[config.mk]
export PLATFORM = sky130hd
export DESIGN_NAME = rsa_exp_arbiter
export DESIGN_NICKNAME = d
export VERILOG_FILES = /design/src/rtl/rsa_exp_arbiter.sv
export SDC_FILE = /design/constraint.sdc
export NUM_CORES = 2
export LEC_CHECK = 0
export ABC_AREA = 1
export CAP_MARGIN = 20
export CORE_ASPECT_RATIO = 1.25
export CORE_MARGIN = 2
export CORE_UTILIZATION = 40
export DETAILED_ROUTE_END_ITERATION = 7
export GPL_TIMING_DRIVEN = 0
export HOLD_SLACK_MARGIN = 0.12
export MAX_ROUTING_LAYER = met4
export SYNTH_ARGS = -nofsm -noshare
export SYNTH_HDL_FRONTEND = slang
export SYNTH_SLANG_ARGS = --single-unit
[constraint.sdc]
create_clock -name clk -period 20.3 [get_ports clk]
set_clock_uncertainty 0.2 [all_clocks]
set_input_delay 2.03 -clock clk [delete_from_list [all_inputs] [get_ports clk]]
set_output_delay 2.03 -clock clk [all_outputs]
set_load 0.01 [all_outputs]
[src/rtl/rsa_exp_arbiter.sv]
// rsa_exp_arbiter: two requesters share one Montgomery exponentiation engine.
// Each accepted job moves through five steps:
//   1. Convert the message into the Montgomery domain.
//   2. Start the engine.
//   3. Wait for the engine to finish, with a watchdog running.
//   4. Convert the engine result back to the normal domain.
//   5. Strobe done (or err on a watchdog timeout) to the port that owns the job.
// Ports:
//   clk, rst                  clock, synchronous active-high reset
//   reqN_valid/ready          job handshake per port (ready only in IDLE)
//   reqN_msg/exp/N/N_prime/r2/one   job operands per port
//   reqN_done / reqN_err      one-cycle completion / timeout strobes
//   result                    normal-domain result of the last completed job
//   eng_start, eng_*          engine start pulse and operands (held from START to end of WAIT)
//   eng_finish, eng_result    engine completion pulse and Montgomery-domain result

`ifndef BITS
`define BITS 16
`endif

// montgomery_mult: combinational REDC, o_p = i_a * i_b * R^-1 mod i_n, R = 2^BITS.
// Operands must be < i_n; i_n must be odd; i_n_prime = -i_n^-1 mod R.
module montgomery_mult (
  input  logic [`BITS-1:0] i_a,
  input  logic [`BITS-1:0] i_b,
  input  logic [`BITS-1:0] i_n,
  input  logic [`BITS-1:0] i_n_prime,
  output logic [`BITS-1:0] o_p
);
  localparam int unsigned B = `BITS;

  logic [2*B-1:0] w_t;
  logic [B-1:0]   w_m;
  logic [2*B-1:0] w_mn;
  logic [B:0]     w_u;
  logic [B-1:0]   w_unused_lo;

  always_comb begin
    w_t  = {{B{1'b0}}, i_a} * {{B{1'b0}}, i_b};
    w_m  = w_t[B-1:0] * i_n_prime;
    w_mn = {{B{1'b0}}, w_m} * {{B{1'b0}}, i_n};
    // Low half of the sum is zero by construction; only the upper part is kept.
    {w_u, w_unused_lo} = {1'b0, w_t} + {1'b0, w_mn};
    o_p = (w_u >= {1'b0, i_n}) ? (w_u[B-1:0] - i_n) : w_u[B-1:0];
  end
endmodule

module rsa_exp_arbiter #(
  parameter int unsigned TIMEOUT_W = 16
) (
  input  logic             clk,
  input  logic             rst,
  input  logic             req0_valid,
  output logic             req0_ready,
  input  logic [`BITS-1:0] req0_msg,
  input  logic [`BITS-1:0] req0_exp,
  input  logic [`BITS-1:0] req0_N,
  input  logic [`BITS-1:0] req0_N_prime,
  input  logic [`BITS-1:0] req0_r2,
  input  logic [`BITS-1:0] req0_one,
  output logic             req0_done,
  output logic             req0_err,
  input  logic             req1_valid,
  output logic             req1_ready,
  input  logic [`BITS-1:0] req1_msg,
  input  logic [`BITS-1:0] req1_exp,
  input  logic [`BITS-1:0] req1_N,
  input  logic [`BITS-1:0] req1_N_prime,
  input  logic [`BITS-1:0] req1_r2,
  input  logic [`BITS-1:0] req1_one,
  output logic             req1_done,
  output logic             req1_err,
  output logic [`BITS-1:0] result,
  output logic             eng_start,
  output logic [`BITS-1:0] eng_base_mont,
  output logic [`BITS-1:0] eng_exponent,
  output logic [`BITS-1:0] eng_N,
  output logic [`BITS-1:0] eng_N_prime,
  output logic [`BITS-1:0] eng_one_mont,
  input  logic             eng_finish,
  input  logic [`BITS-1:0] eng_result
);
  localparam int unsigned B = `BITS;

  typedef enum logic [2:0] {
    S_IDLE, S_TO_MONT, S_START, S_WAIT, S_FROM_MONT, S_DONE
  } state_t;

  state_t r_state, w_state_nxt;

  logic                 r_last_grant;
  logic                 r_owner;
  logic [B-1:0]         r_msg, r_exp, r_N, r_N_prime, r_r2, r_one;
  logic [B-1:0]         r_base, r_temp, r_result;
  logic [TIMEOUT_W-1:0] r_wd;

  logic         w_gnt0, w_gnt1, w_accept, w_wd_max;
  logic [B-1:0] w_mul_a, w_mul_b, w_mul_p;

  // Round-robin: on a tie the port that did not win last time is granted.
  always_comb begin
    w_gnt0   = (r_state == S_IDLE) && !rst && req0_valid && (!req1_valid || r_last_grant);
    w_gnt1   = (r_state == S_IDLE) && !rst && req1_valid && (!req0_valid || !r_last_grant);
    w_accept = w_gnt0 || w_gnt1;
    w_wd_max = (r_wd == '1);
  end

  always_comb begin
    w_mul_a = r_msg;
    w_mul_b = r_r2;
    if (r_state == S_FROM_MONT) begin
      w_mul_a = r_temp;
      w_mul_b = B'(1);
    end
  end

  montgomery_mult u_mult (
    .i_a       (w_mul_a),
    .i_b       (w_mul_b),
    .i_n       (r_N),
    .i_n_prime (r_N_prime),
    .o_p       (w_mul_p)
  );

  always_ff @(posedge clk) begin
    if (rst) r_state <= S_IDLE;
    else     r_state <= w_state_nxt;
  end

  always_comb begin
    w_state_nxt = r_state;
    case (r_state)
      S_IDLE:      if (w_accept) w_state_nxt = S_TO_MONT;
      S_TO_MONT:   w_state_nxt = S_START;
      S_START:     w_state_nxt = S_WAIT;
      S_WAIT: begin
        if (eng_finish)    w_state_nxt = S_FROM_MONT;
        else if (w_wd_max) w_state_nxt = S_IDLE;
      end
      S_FROM_MONT: w_state_nxt = S_DONE;
      S_DONE:      w_state_nxt = S_IDLE;
      default:     w_state_nxt = S_IDLE;
    endcase
  end

  always_comb begin
    req0_ready = w_gnt0;
    req1_ready = w_gnt1;
    eng_start  = !rst && (r_state == S_START);
    req0_done  = !rst && (r_state == S_DONE) && !r_owner;
    req1_done  = !rst && (r_state == S_DONE) &&  r_owner;
    // Finish in the saturation cycle takes priority over the timeout.
    req0_err   = !rst && (r_state == S_WAIT) && w_wd_max && !eng_finish && !r_owner;
    req1_err   = !rst && (r_state == S_WAIT) && w_wd_max && !eng_finish &&  r_owner;
  end

  always_ff @(posedge clk) begin
    if (rst) begin
      r_last_grant <= 1'b1;
      r_owner      <= 1'b0;
      r_msg        <= '0;
      r_exp        <= '0;
      r_N          <= '0;
      r_N_prime    <= '0;
      r_r2         <= '0;
      r_one        <= '0;
      r_base       <= '0;
      r_temp       <= '0;
      r_result     <= '0;
      r_wd         <= '0;
    end else begin
      case (r_state)
        S_IDLE: if (w_accept) begin
          r_owner      <= w_gnt1;
          r_last_grant <= w_gnt1;
          r_msg        <= w_gnt1 ? req1_msg     : req0_msg;
          r_exp        <= w_gnt1 ? req1_exp     : req0_exp;
          r_N          <= w_gnt1 ? req1_N       : req0_N;
          r_N_prime    <= w_gnt1 ? req1_N_prime : req0_N_prime;
          r_r2         <= w_gnt1 ? req1_r2      : req0_r2;
          r_one        <= w_gnt1 ? req1_one     : req0_one;
        end
        S_TO_MONT:   r_base <= w_mul_p;
        S_START:     r_wd   <= '0;
        S_WAIT: begin
          r_wd <= r_wd + 1'b1;
          if (eng_finish) r_temp <= eng_result;
        end
        S_FROM_MONT: r_result <= w_mul_p;
        default: ;
      endcase
    end
  end

  assign result        = r_result;
  assign eng_base_mont = r_base;
  assign eng_exponent  = r_exp;
  assign eng_N         = r_N;
  assign eng_N_prime   = r_N_prime;
  assign eng_one_mont  = r_one;
endmodule

==> reports/qor.csv <==
stage;metric;value;unit
cells_and_area;area_growth_syn_to_layout;16.7;%
synthesis;synthCells;4016;
cells_and_area;drive_gt1_share;2.45;%
floorplan;die_w;248;um
sta;fin_crit;19460;ps
cts;htreeDepth;4;
placed_design;portBuffers;313;
global_route;grtUsageTotal;28.1;%
detailed_routing;routedWlPerCell;19.4;um
synthesis;syn_avg_cell_area;7.43;um^2
critical_path;rrSetupSlack;840;ps
critical_path;cp-startpoint;r_state[1];
synthesis;syn-num-nets;5000;
cts;clock_latency;510;ps
critical_path;end_kind;flip-flop;
detailed_routing;num_vias;26600;
floorplan;die_y;309;um
cts;cts-root-buf;clkbuf_16;
detailed_routing;drc_errors;2;
cts;cts_buffers;17;
critical_path;cpPeakStageDelay;690;ps
sta;setup_tns;0;ps
cts;clock_sinks;165;
floorplan;io_pins;316;
cells_and_area;final_common_cell;nand2_1;
sta;rsz0062_at_grt;false;
synthesis;synth_top_area_share;33.5;%
sta;period_share;95.9;%
floorplan;die_area;76800;um^2
sta;drv_slew;0;
critical_path;r2r_start;r_state[1];
synthesis;synth_top_area_cell;fa_1;
min_path;hold_path_end;r_last_grant;
synthesis;synth.cell_area;29800;um^2
sta;hold_violations;0;
global_route;antenna_found_initial;0;
cts;cts_setup_buffers;0;
cts;clockBufferDepth;2;
min_path;min_path_type;reg2reg;
flow_run;cap_viol_max_count;0;
cts;tritoncts;yes;
min_path;hold_start;r_last_grant;
detailed_routing;viasPerCell;5.01;
synthesis;ys.flop_type;dfxtp_1;
cts;path_clk_slew;80;ps
placed_design;dp_hpwl;89100;um
global_route;grt_max_degree;20;
synthesis;ys_ff_latch;165;
critical_path;reg2reg_depth;74;
sta;relSlewSlack;27.9;%
critical_path;critPathLaunchType;flip-flop;
critical_path;regToRegEndpoint;result[8];
critical_path;crit_fanout;10;
sta;max_freq;0.0514;GHz
placed_design;dpl_cell_area;34200;um^2
critical_path;crit_type;reg2reg;
sta;timing.hold.ws;261;ps
critical_path;crit_path_frequent_cell;fa_1;
synthesis;synth_area_leaders;fa_1, nand2_1, ha_1;
status;status;complete, but fails checks;
sta;worst_pin_slew;1080;ps
sta;setup_violations;0;
cts;ctsResizeCount;0;
critical_path;crit_required;20480;ps
synthesis;synth_edf_count;0;
detailed_routing;first_pass_iters;8;
synthesis;synth_cell_types;47;
synthesis;ys_seq_area_share;11.1;%
detailed_routing;dr.first_iter.drc_count;1789;
synthesis;synthArstFlopShare;0;%
status;violations;design-rule violations;
global_route;grt_overflow;0;
placed_design;gp_congestion;1.00;
global_route;grt_pass1_wl;158000;um
synthesis;ys.warnings.count;0;
cells_and_area;design_area;34800;um^2
cells_and_area;finalNetCount;5334;
critical_path;crit_slowest_cell;xor2_1;
detailed_routing;wl;103000;um
floorplan;core_area;73600;um^2
detailed_routing;drtAntennaViolNets;0;
floorplan;start_util;40.5;%
cells_and_area;diodes;0;
cells_and_area;final_cell_mix;nand2_1, inv_1, fa_1;
global_route;grt_pass1_vias;26800;
floorplan;fp-row-count;111;
cts;hold_buffers;0;
min_path;whs_path_depth;2;
critical_path;critPathArrivalTime;19640;ps
==> sequential cells by signal, summed over array words and instances (netlist names) <==
name,flops
r_state,3
r_wd,16
r_msg,16
r_last_grant,1
eng_base_mont,16
r_owner,1
eng_one_mont,16
result,16
eng_N_prime,16
eng_N,16
r_temp,16
eng_exponent,16
r_r2,16
==> layer usage <==
layer  track usage (%)  vias up  wire (um)  part of all wire (%)
li1                  -    12700          -                     -
met1              35.3    12900      43200                    42
met2              47.2      814      51300                    50
met3              3.12      177       4950                   4.8
met4              9.14        0       3720                   3.6
met5                 -        -          0                     0
==> cells in the mapped netlist, types with 2 or more instances <==
cell type and number:
nand2_1 977, inv_1 875, fa_1 499, nor2_1 441, ha_1 272, dfxtp_1 165, clkbuf_1 122, a21oi_1 116
nand3_1 116, nor3_1 80, a211oi_1 67, o21ai_0 48, xor2_1 41, o21a_1 22, nand2_2 16, xnor2_1 16
nand4_1 13, nor2_2 13, clkinv_1 12, or2_2 12, o22ai_1 11, buf_2 9, nand3b_1 8, o21bai_1 8
a221oi_1 6, a22oi_1 6, a31oi_1 4, inv_2 4, nand2_4 4, nand3_2 4, nor4_1 4, a21boi_0 3
buf_1 3, o21ai_2 3, o2111ai_1 2, o211ai_1 2, o221ai_1 2
==> cells by family (layout without fill, tap and decap cells) <==
logic type      after synthesis  count (layout)  share of synthesized area (%)
fa+ha+maj                   771             771                           44.9
simple gates               1690            1690                           22.9
xor+xnor                     59              59                           1.82
compound gates              304             304                           6.28
buf+inv                    1027            1374                           13.0
flops                       165             165                           11.1
==> cell type report <==
cell class / count / area, um^2
buffer: 135 / 526
clock buffer: 18 / 439
clock inverter: 14 / 181
fill: 7665 / 38800
inverter: 892 / 3350
multi-input combinational: 2824 / 22600
sequential: 165 / 3300
tap: 960 / 1200
timing repair buffer: 315 / 3160
==> critical path, delay by kind of cell (launching register included) <==
family	cells	cell delay, ps
AO/OA/AOI/OAI	6	910
XOR/XNOR	3	1460
adder cells (fa/ha/maj)	22	10110
buffers and inverters	17	2160
flip-flops	1	470
AND/OR/NAND/NOR	26	3970
==> worst max path at each step <==
| stage | endpoint | slack (ps) |
|---|---|---|
| after floorplan | result[13] | 4240 |
| after global placement | eng_base_mont[12] | 1050 |
| after detailed placement | eng_base_mont[6] | 1010 |
| after CTS | eng_base_mont[6] | 930 |
| after global routing | eng_base_mont[11] | 20 |
| final | result[8] | 840 |
==> per-stage QoR <==
| stage | setup slack [ps] | instances | util (%) |
|---|---|---|---|
| finish | 842 | 5323 | 47.3 |
| global route | 24.2 | 5323 | 47.3 |
| CTS | 934 | 5323 | 47.3 |
| detailed placement | 1010 | 5291 | 46.5 |
| global placement | 1050 | 5289 | 46.4 |
| floorplan | 4240 | 4016 | - |
Power is not shown: default switching activity piles up to over one toggle a cycle in this logic, so the estimate is an artifact.
